$ cat config.mk
export PLATFORM = sky130hd
export DESIGN_NAME = cdb_arbiter
export DESIGN_NICKNAME = d
export VERILOG_FILES = /design/src/rtl/cdb_arbiter.sv
export SDC_FILE = /design/constraint.sdc
export NUM_CORES = 1
export LEC_CHECK = 0
export BUFFER_PORTS_ARGS = -buffer_cell sky130_fd_sc_hd__buf_2
export CAP_MARGIN = 20
export CORE_AREA = 2 2 217 219
export CTS_BUF_LIST = sky130_fd_sc_hd__clkbuf_4
export CTS_CLUSTER_DIAMETER = 200
export DETAILED_ROUTE_END_ITERATION = 10
export DIE_AREA = 0 0 219 221
export MAX_ROUTING_LAYER = met4
export SLEW_MARGIN = 0
export SYNTH_ARGS = -nofsm -noshare
export SYNTH_HDL_FRONTEND = slang
export SYNTH_SLANG_ARGS = --single-unit
$ cat constraint.sdc
create_clock -name clock -period 6.3 [get_ports clock]
set_clock_uncertainty 0.05 [all_clocks]
set_input_delay 1.26 -clock clock [delete_from_list [all_inputs] [get_ports clock]]
set_output_delay 1.26 -clock clock [all_outputs]
set_load 0.01 [all_outputs]
$ cat src/rtl/cdb_arbiter.sv
// Round-robin arbiter granting one FU result per cycle onto the registered common data bus.
// ack is combinational; the broadcast appears one cycle later. No grants while cdb_ready is low or during squash.
module cdb_arbiter #(
    parameter int NUM_FU    = 4,
    parameter int FU_IDX_W  = $clog2(NUM_FU),
    parameter int CNT_W     = 32,
    parameter int XLEN      = 32,
    parameter int ROB_TAG_W = 5,
    parameter int PKT_W     = 3 * XLEN + ROB_TAG_W + 3
) (
    input  logic                    clock,
    input  logic                    reset,
    input  logic                    squash,
    input  logic                    cdb_ready,
    input  logic [NUM_FU*PKT_W-1:0] fu_out_packet,
    output logic [NUM_FU-1:0]       ack,
    output logic                    cdb_valid,
    output logic [ROB_TAG_W-1:0]    cdb_rob_tag,
    output logic [XLEN-1:0]         cdb_value,
    output logic                    cdb_take_branch,
    output logic [XLEN-1:0]         cdb_branch_loc,
    output logic                    cdb_mispredicted,
    output logic [XLEN-1:0]         cdb_origin_PC,
    output logic [FU_IDX_W-1:0]     cdb_src_fu,
    output logic [CNT_W-1:0]        cdb_count
);

    // Packet layout, MSB first: done, rob_tag, v, take_branch, branch_loc, mispredicted, origin_PC.
    localparam int MP_B = XLEN;
    localparam int BL_L = XLEN + 1;
    localparam int TB_B = 2 * XLEN + 1;
    localparam int V_L  = 2 * XLEN + 2;
    localparam int TG_L = 3 * XLEN + 2;

    logic [FU_IDX_W-1:0] rr_ptr;
    logic [NUM_FU-1:0]   req;
    logic [NUM_FU-1:0]   gnt_onehot;
    logic [FU_IDX_W-1:0] gnt_idx;
    logic [FU_IDX_W-1:0] next_ptr;
    logic [PKT_W-2:0]    sel_pkt;
    logic                found;
    logic                grant_en;

    always_comb begin
        req = '0;
        for (int i = 0; i < NUM_FU; i++) begin
            req[i] = fu_out_packet[i*PKT_W + PKT_W - 1];
        end
    end

    // First pass covers rr_ptr..NUM_FU-1, second pass wraps to 0..rr_ptr-1.
    always_comb begin
        found      = 1'b0;
        gnt_idx    = '0;
        gnt_onehot = '0;
        sel_pkt    = '0;
        for (int i = 0; i < NUM_FU; i++) begin
            if (!found && req[i] && (FU_IDX_W'(i) >= rr_ptr)) begin
                found         = 1'b1;
                gnt_idx       = FU_IDX_W'(i);
                gnt_onehot[i] = 1'b1;
                sel_pkt       = fu_out_packet[i*PKT_W +: PKT_W-1];
            end
        end
        for (int i = 0; i < NUM_FU; i++) begin
            if (!found && req[i]) begin
                found         = 1'b1;
                gnt_idx       = FU_IDX_W'(i);
                gnt_onehot[i] = 1'b1;
                sel_pkt       = fu_out_packet[i*PKT_W +: PKT_W-1];
            end
        end
    end

    assign grant_en = reset & cdb_ready & ~squash & found;
    assign ack      = grant_en ? gnt_onehot : '0;
    assign next_ptr = (gnt_idx == FU_IDX_W'(NUM_FU - 1)) ? '0 : gnt_idx + 1'b1;

    always_ff @(posedge clock or negedge reset) begin
        if (!reset) begin
            rr_ptr           <= '0;
            cdb_valid        <= 1'b0;
            cdb_rob_tag      <= '0;
            cdb_value        <= '0;
            cdb_take_branch  <= 1'b0;
            cdb_branch_loc   <= '0;
            cdb_mispredicted <= 1'b0;
            cdb_origin_PC    <= '0;
            cdb_src_fu       <= '0;
            cdb_count        <= '0;
        end else if (grant_en) begin
            rr_ptr           <= next_ptr;
            cdb_valid        <= 1'b1;
            cdb_rob_tag      <= sel_pkt[TG_L +: ROB_TAG_W];
            cdb_value        <= sel_pkt[V_L +: XLEN];
            cdb_take_branch  <= sel_pkt[TB_B];
            cdb_branch_loc   <= sel_pkt[BL_L +: XLEN];
            cdb_mispredicted <= sel_pkt[MP_B];
            cdb_origin_PC    <= sel_pkt[XLEN-1:0];
            cdb_src_fu       <= gnt_idx;
            cdb_count        <= cdb_count + 1'b1;
        end else begin
            // Single-entry broadcast: nothing granted means nothing on the bus.
            if (squash) begin
                rr_ptr <= '0;
            end
            cdb_valid        <= 1'b0;
            cdb_rob_tag      <= '0;
            cdb_value        <= '0;
            cdb_take_branch  <= 1'b0;
            cdb_branch_loc   <= '0;
            cdb_mispredicted <= 1'b0;
            cdb_origin_PC    <= '0;
            cdb_src_fu       <= '0;
        end
    end

endmodule

# Word-level counts from Yosys, hierarchy flattened
# Index checks and enable logic that the tools add are counted.
# totals
input_bits	420
out_inout_bits	142
elab_cells	82
register_bits	140
# op_classes
order_cmp	4
n_mux	42
n_eq_ne	1
bitwise	4
add_sub_neg	2
n_reduce_logical	19
# op_table
op	count
$mux 103	8
$mux 32	3
$add 32x1->32 const B	1
$mux 2	10
$mux 1	19
$logic_and 1x1->1	11
$logic_not 1->1	7
$mux 5	1
$ge 1x2->1 const A	2
$ge 2x2->1 const A	2
$mux 4	1
$and 1x1->1	3
$add 2x1->2 const B	1
$eq 2x2->1 const B	1
$reduce_bool 2->1	1
$not 1->1	1

# Longest topological paths before layout
# logic_depth
word_depth	30
mapped_depth	9
ltp_nobuf	6

# Worst setup path after synthesis
# Ideal clock, no wire load.
# synth_path
kind	input port to output port
startpoint	input fu_out_packet[207]
endpoint	output ack[0]
required_time_ns	4.990
slack_ns	2.401
path_buffers	3
arrival_ns	2.589
stages	7
path_cell_list	buf_2 -> nand2b_1 -> a211oi_2 -> buf_2 -> buf_2 -> nor2_1 -> nor2_1
# synth_between
elab_chain_cells	25
# synth_lines
element	line	text
from (decl)	15	input logic [NUM_FU*PKT_W-1:0] fu_out_packet,
$logic_and 1x1->1 (2 in series)	58	if (!found && req[i] && (FU_IDX_W'(i) >= rr_ptr)) begin
$mux 1	58	
$logic_not 1->1	58	
$logic_and 1x1->1 (2 in series)	58	
$mux 1	58	
$logic_not 1->1	58	
$logic_and 1x1->1 (2 in series)	58	
$mux 1	58	
[6 not listed]	--	
$logic_not 1->1	66	if (!found && req[i]) begin
$logic_and 1x1->1	66	
$mux 1	66	
$logic_not 1->1	66	
$logic_and 1x1->1	66	
$mux 1	66	
$and 1x1->1	75	assign grant_en = reset & cdb_ready & ~squash & found;
$mux 4 *	76	assign ack = grant_en ? gnt_onehot : '0;
to (decl)	16	output logic [NUM_FU-1:0] ack,
# Mark *: on every way between the ends. The rest lies on a longest branch, timed or not.

# Worst setup path after layout
# layout_path
startpoint	input fu_out_packet[207]
endpoint	output ack[1]
# The elaborated chain is that of the path after synthesis.

==> results.sh <==
export IMPL_syn_to_final_growth_pct=37.6
export IMPL_drt_wl_total_mm=53.2
export IMPL_gr_total_overflow=0
export IMPL_startpoint_type="input port"
export IMPL_io_buffers=561
export IMPL_max_freq_mhz=214
export IMPL_cts_root_buf="clkbuf_4"
export IMPL_hold_viol=0
export IMPL_num_rows=79
export IMPL_core_um2=46100
export IMPL_tightest_slew_ns=1.06
export IMPL_max_cap_violations=0
export IMPL_worstSkewPairLatency_ns=0.71
export IMPL_yosysWarnings=0
export IMPL_final_max_slew_viol_count=0
export IMPL_synth_area_um2=9940
export IMPL_timing_final_crit_period_ns=4.68
export IMPL_dpl_hpwl_mm=36.8
export IMPL_vdd_drop_max_uv=132
export IMPL_vias_per_cell=5.60
export IMPL_nFillCells=5040
export IMPL_yosysSeqAreaShare=0.352
export IMPL_yosysUniqueCellTypes=47
export IMPL_power_mw=2.46
export IMPL_crit_path_end_kind="primary output"
export IMPL_power_leakage_nw=6.73
export IMPL_hold_path_class="in2async"
export IMPL_crit_required_ns=4.99
export IMPL_grt_pass1_wl_mm=78.2
export IMPL_finalCritPeriodShare=0.743
export IMPL_clkTransAtPathRegs_ns=0.16
export IMPL_power_density_nw_per_um2=180
export IMPL_violations="DRC"
export IMPL_fin_setup_tns_ns=0
export IMPL_crit_type="in2out"
export IMPL_antenna_found_initial=11
export IMPL_ctsHoldBuffers=0
export IMPL_rsz0062_at_grt="false"
export IMPL_syn_area_per_cell_um2=8.03
export IMPL_r2r_end="cdb_take_branch$_DFF_PN0_"
export IMPL_regArea_um2=3510
export IMPL_ant_nets=0
export IMPL_final_cell_mix="buf_2 (559), a21oi_1 (203), dfrtp_1 (139)"
export IMPL_grt_use_total=0.219
export IMPL_grt_pass1_vias=12800
export IMPL_async_reset_ff_frac=1.00
export IMPL_cts_setup_buffers=0
export IMPL_worstSetupStartpoint="fu_out_packet[207]"
export IMPL_start_util=0.216
export IMPL_outcome="finished with violations"
export IMPL_dr_pass1_iters=9
export IMPL_holdWs_ns=0.425
export IMPL_cts_tree="done"
export IMPL_fin_nets=2127
export IMPL_drt_iter0_drc=1274
export IMPL_cts_buffers=17
export IMPL_die_h_um=221
export IMPL_synth_edf_count=0
export IMPL_finalWorstSetupSlack_ns=1.62
export IMPL_wl_per_cell_um=22.8
export IMPL_synthCells=1238
export IMPL_num_io_pins=562
export IMPL_ys_ff_latch=140
export IMPL_mostFrequentLayoutCell="buf_2"
export IMPL_pre_cts_slack_ns=1.69
export IMPL_crit_arrival_ns=3.37
export IMPL_die_area_um2=48400
export IMPL_multi_input_area_um2=5940
export IMPL_post_cts_resized=0
export IMPL_vias=13100
export IMPL_drive_gt1_frac=0.370
export IMPL_cts_sinks=140
export IMPL_crit_fanout=60
export IMPL_ys_flop_type="dfrtp_1"
export IMPL_chipWidth_um=219
export IMPL_endpoint="ack[1]"
export IMPL_grt_max_degree=64
export IMPL_slew_headroom=0.293
export IMPL_cts_buffer_depth=2
export IMPL_gp_congestion=0.889
export IMPL_cts_max_level=4
export IMPL_reg2reg_from="rr_ptr[1]$_DFFE_PN0P_"
export IMPL_synth_nets=1659
export IMPL_drcViolationCount=4
export IMPL_setup_viol=0
export IMPL_r2r_cells=6
export IMPL_rrSetupSlack_ns=3.10
-- metal layers --
metal / GRT usage / wire [µm]
met1: 0.261 / 21000
met2: 0.352 / 25700
met4: 0.0817 / 1550
met3: 0.0572 / 4970
met5: - / 0
-- stage by stage --
stage               utilization  area (µm²)  std cells
global placement          0.287       13200       2293
global route              0.297       13700       2336
CTS                       0.296       13600       2325
detailed placement        0.287       13200       2293
floorplan                     -        9940       1238
finish                    0.297       13700       2337
-- worst min-delay path by stage --
stage	slack, ns	to	from
final	0.42	cdb_value[22]$_DFF_PN0_	reset
after global routing	0.39	cdb_value[25]$_DFF_PN0_	reset
after CTS	0.31	cdb_value[25]$_DFF_PN0_	reset
after detailed placement	0.41	cdb_count[31]$_DFFE_PN0P_	cdb_count[31]$_DFFE_PN0P_
after global placement	0.42	cdb_count[26]$_DFFE_PN0P_	cdb_count[26]$_DFFE_PN0P_
after floorplan	0.46	cdb_count[31]$_DFFE_PN0P_	cdb_count[31]$_DFFE_PN0P_
-- flip-flops by register name (all words and copies together) (netlist names) --
| name | cells |
|---|---|
| cdb_value | 32 |
| cdb_branch_loc | 32 |
| cdb_rob_tag | 5 |
| cdb_src_fu | 2 |
| cdb_count | 32 |
| cdb_valid | 1 |
| rr_ptr | 2 |
| cdb_take_branch | 1 |
| cdb_mispredicted | 1 |
| cdb_origin_PC | 32 |
-- synthesized netlist by cell type (3+ instances only) --
cell       count  area share
a2111oi_0     47       0.041
o22ai_1        3      0.0019
nand2b_1       7      0.0044
nand4_1       11      0.0069
a211oi_1      52       0.039
clkbuf_1     108       0.041
a31oi_1        3      0.0019
o221ai_1      91       0.080
dfrtp_1      140        0.35
buf_1          6      0.0023
o21ai_0       16      0.0081
a21oi_1      203        0.10
o21bai_1      35       0.026
o21ai_1        6      0.0030
nor2_1        23      0.0087
nand2_1      133       0.050
buf_2         22       0.011
and2_1        13      0.0082
and3_1        41       0.026
nand3_1      113       0.057
a21o_1        45       0.034
xnor2_1       22       0.019
xor2_1         9      0.0079
nor3_1         3      0.0015
a22oi_1       51       0.039
inv_1          7      0.0026
-- area by class of cell --
type                       count  share of cell area
clock inverter                12              0.0177
clock buffer                  20              0.0110
antenna                       11             0.00201
timing repair buffer         585               0.221
inverter                       9             0.00265
multi-input combinational    953               0.434
sequential                   140               0.256
tap                          607              0.0555
-- critical path: stages --
cell and delay, ns:
buf_4 0.56, buf_4 0.65, o211ai_1 0.29, nor2_1 0.26, buf_2 0.18
-- cell families after synthesis --
kind of cell    share of synthesized area
fa+ha+maj                         0.00126
buf+inv                            0.0575
xor+xnor                           0.0273
compound gates                      0.388
flops                               0.352
simple gates                        0.174
-- where the power goes --
part | internal (mW) | switching [mW] | total (mW)
clock | 0.446 | 0.404 | 0.851
combinational | 0.257 | 0.378 | 0.635
sequential | 0.935 | 0.0365 | 0.972
total | 1.64 | 0.819 | 2.46
No activity file was read; power rests on OpenSTA's default activity.
